--- config.mk ---
export PLATFORM = sky130hd
export DESIGN_NAME = regfile_hilo
export DESIGN_NICKNAME = d
export VERILOG_FILES = /design/src/rtl/regfile_hilo.sv
export SDC_FILE = /design/constraint.sdc
export NUM_CORES = 2
export LEC_CHECK = 0
export CORE_MARGIN = 3
export CORE_UTILIZATION = 62
export CTS_CLUSTER_DIAMETER = 150
export DETAILED_ROUTE_END_ITERATION = 6
export GPL_TIMING_DRIVEN = 0
export PLACE_DENSITY = 0.81
export SLEW_MARGIN = 25
export SYNTH_ARGS = -nofsm -noshare
export SYNTH_HDL_FRONTEND = slang
export SYNTH_SLANG_ARGS = --single-unit
export TNS_END_PERCENT = 20
--- constraint.sdc ---
create_clock -name clk -period 3.2 [get_ports clk]
set_input_delay 0.64 -clock clk [delete_from_list [all_inputs] [get_ports clk]]
set_output_delay 0.64 -clock clk [all_outputs]
set_load 0.01 [all_outputs]
--- src/rtl/regfile_hilo.sv ---
// Architectural GPR file plus HI/LO pair, committed at the write-back edge.
// All reads are combinational and forward the value being retired this cycle.
module regfile_hilo #(
    parameter int DATA_W   = 32,
    parameter int ADDR_W   = 5,
    parameter int NUM_REGS = 32
) (
    input  logic              clk,
    input  logic              rst,
    input  logic              we,
    input  logic [ADDR_W-1:0] waddr,
    input  logic [DATA_W-1:0] wdata,
    input  logic              whilo,
    input  logic [DATA_W-1:0] hi_i,
    input  logic [DATA_W-1:0] lo_i,
    input  logic              re1,
    input  logic [ADDR_W-1:0] raddr1,
    output logic [DATA_W-1:0] rdata1,
    input  logic              re2,
    input  logic [ADDR_W-1:0] raddr2,
    output logic [DATA_W-1:0] rdata2,
    output logic [DATA_W-1:0] hi_o,
    output logic [DATA_W-1:0] lo_o
);

    logic [DATA_W-1:0] regs [NUM_REGS];
    logic [DATA_W-1:0] hi;
    logic [DATA_W-1:0] lo;
    logic              gpr_commit;

    // r0 is never written, so its storage stays at the reset value of zero.
    assign gpr_commit = we && (waddr != '0);

    always_ff @(posedge clk) begin
        if (rst) begin
            for (int unsigned i = 0; i < NUM_REGS; i++) begin
                regs[i] <= '0;
            end
        end else if (gpr_commit) begin
            regs[waddr] <= wdata;
        end
    end

    always_ff @(posedge clk) begin
        if (rst) begin
            hi <= '0;
            lo <= '0;
        end else if (whilo) begin
            hi <= hi_i;
            lo <= lo_i;
        end
    end

    always_comb begin
        rdata1 = '0;
        if (!rst && raddr1 != '0 && re1) begin
            if (we && raddr1 == waddr) begin
                rdata1 = wdata;
            end else begin
                rdata1 = regs[raddr1];
            end
        end
    end

    always_comb begin
        rdata2 = '0;
        if (!rst && raddr2 != '0 && re2) begin
            if (we && raddr2 == waddr) begin
                rdata2 = wdata;
            end else begin
                rdata2 = regs[raddr2];
            end
        end
    end

    always_comb begin
        hi_o = '0;
        lo_o = '0;
        if (!rst) begin
            hi_o = whilo ? hi_i : hi;
            lo_o = whilo ? lo_i : lo;
        end
    end

endmodule

==> results.sh <==
export IMPL_clk_latency_ns=0.70
export IMPL_slew_headroom_pct=32.0
export IMPL_multi_input_area_um2=26900
export IMPL_violations="DRC, setup timing"
export IMPL_setup_ws_ns=-0.412
export IMPL_hold_path_startpoint="whilo"
export IMPL_die_area_um2=96900
export IMPL_cp_end_kind="register"
export IMPL_drc=14
export IMPL_fin_skew_ns=0
export IMPL_boundaryPins=245
export IMPL_cp_max_fo=32
export IMPL_hold_viol_final=0
export IMPL_critPathRequiredTime_ns=3.54
export IMPL_max_freq_mhz=277
export IMPL_fp_dieH_um=311
export IMPL_grt_overflow=0
export IMPL_cts_made_buffers=111
export IMPL_synth_edf_count=1024
export IMPL_grt_use_met3_pct=19.3
export IMPL_clk_pin_slew_ns=0.06
export IMPL_track_usage_pct=43.7
export IMPL_syn_cell_area_um2=57800
export IMPL_leakagePower_uw=0.0254
export IMPL_period_minus_slack_ns=3.61
export IMPL_yosysSeqAreaShare_pct=55.4
export IMPL_io_buffers=232
export IMPL_routed_via_density=7.37
export IMPL_netlist_area_leader_share_pct=53.2
export IMPL_synth_most_common_cell="edfxtp_1"
export IMPL_grt_use_met1_pct=52.7
export IMPL_drt_initial_drc_count=7709
export IMPL_rsz0062_at_grt="yes"
export IMPL_tightest_slew_ns=1.02
export IMPL_p_per_area_nw_per_um2=494
export IMPL_finalSetupViolCount=1028
export IMPL_core_um2=92100
export IMPL_post_route_period_util_pct=113
export IMPL_top_usage_layer="met2"
export IMPL_vdd_ir_drop_max_v=0.000451
export IMPL_clockBufferDepth=3
export IMPL_h_tree_depth=3
export IMPL_cts_tree="yes"
export IMPL_asyncSetResetFlopFracSynth_pct=0
export IMPL_ant_nets=0
export IMPL_dr_total_vias=43757
export IMPL_grt_pass1_wl_um=301000
export IMPL_avgRoutedWirePerCell_um=36.6
export IMPL_hpwl_um=146000
export IMPL_ys_warn_count=0
export IMPL_min_path_type="input pin to register"
export IMPL_yosysTopAreaCell="edfxtp_1"
export IMPL_rows=111
export IMPL_drt_wl_total_um=217000
export IMPL_start_kind="input pin"
export IMPL_critPathKind="input pin to register"
export IMPL_drv_slew=0
export IMPL_startpoint="we"
export IMPL_yosys_top_cells_count="edfxtp_1, and2_1, mux4_2, mux2i_1, clkbuf_1"
export IMPL_outcome="finished, violations left"
export IMPL_root_buffer="clkbuf_16"
export IMPL_gp_congestion=1.05
export IMPL_finalInstanceArea_um2=71600
export IMPL_holdBufCountCts=0
export IMPL_max_cap_violations=0
export IMPL_met2_usage_pct=63.8
export IMPL_start_util_pct=62.7
export IMPL_synth_distinct_cells=46
export IMPL_layout_drive_gt1_share_pct=30.0
export IMPL_place_area_um2=61800
export IMPL_yosys_register_bits=1088
export IMPL_worst_ep_arrival_time_ns=3.96
export IMPL_dr_pass1_iters=7
export IMPL_antenna_found_initial=8
export IMPL_nFillCells=4988
export IMPL_die_w_um=311
export IMPL_syn_inst=4107
export IMPL_synth_ff_type="edfxtp_1"
export IMPL_synthTopCellsByArea="edfxtp_1, mux4_2, and2_1"
export IMPL_final_nets=4718
export IMPL_grt_pass1_vias=43390
export IMPL_seqCellArea_um2=32000
export IMPL_avgSynthCellArea_um2=14.1
export IMPL_r2r_start="lo[30]"
export IMPL_grt_max_degree=33
export IMPL_syn2layout_area_growth_pct=23.9
export IMPL_clock_sinks=1088
export IMPL_power_total_uw=35400
==> final timing paths <==
check	endpoint	slack (ns)	cells after the start
min reg2reg	lo[24]	0.51	2
max	regs[1][23]	-0.41	5
max reg2reg	lo[30]	2.51	2
min	lo[0]	0.43	3
==> flip-flops by register name (all words and copies together), names as in the netlist <==
register,count
hi,32
lo,32
regs,1024
==> cells by family after synthesis <==
family / synth area share, %
AOI/OAI and AO/OA: 6.83
xor gates and xnor gates: 0.152
buffers and inverters: 3.52
DFF: 55.4
muxes: 20.6
other: 0.00649
and+or+nand+nor: 13.5
==> critical path, cell delays in order <==
cell and delay (ns):
dlygate4sd2_1 0.55, nor2b_1 0.39, nand3b_1 0.70, nor2_1 0.92, or2_4 0.72
==> per-stage QoR <==
stage               setup slack [ns]  util, %   TNS, ns  std cells  hold WS [ns]
floorplan                      0.298        -         0       4138         0.537
global placement               -2.02     67.1  -1161.51       5613         0.487
detailed placement             -2.04     67.1  -1197.12       5613         0.495
CTS                           -0.117     76.8     -1.73       5903         0.512
global route                  -0.239     77.7    -19.30       5933         0.487
finish                        -0.412     77.8   -150.74       5940         0.434
==> metal layers <==
metal | vias to the layer above | part of all wire, %
li1 | 16787 | -
met1 | 21359 | 31
met2 | 4517 | 43
met3 | 1080 | 18
met4 | 14 | 8.2
met5 | - | 0.088
==> where the power goes <==
part	switching, uW	total, uW	internal (uW)
sequential	477	16800	16400
clock	5760	12900	7110
combinational	3260	5670	2410
total	9500	35400	25900
==> repair_timing <==
| item | 4_1_cts | 5_1_grt |
|---|---|---|
| gates resized for setup | 1297 | 122 |
| buffers inserted | 70 | 27 |
| cloned | 20 | 4 |
| endpoints found under the setup margin | 638 | 921 |
| pin swaps | 212 | 64 |
==> layout by cell type, fill, tap and decap left out, types with 66 or more instances in the layout <==
cell type,n
buf_4,77
nor2_1,149
clkdlybuf4s50_1,161
mux4_2,355
buf_12,66
a22oi_2,86
edfxtp_1,1024
buf_2,69
and2_1,992
clkbuf_16,125
a221oi_4,85
clkbuf_1,223
mux2i_1,276
==> cell type report <==
class | instances | area share, %
inverter | 2 | 0.0140
sequential | 1088 | 44.7
antenna | 8 | 0.0280
buffer | 438 | 5.56
clock inverter | 56 | 0.596
timing repair buffer | 349 | 5.09
clock buffer | 145 | 4.23
multi-input combinational | 2611 | 37.6
tap | 1243 | 2.17
No activity file was read; power rests on OpenSTA's default activity.
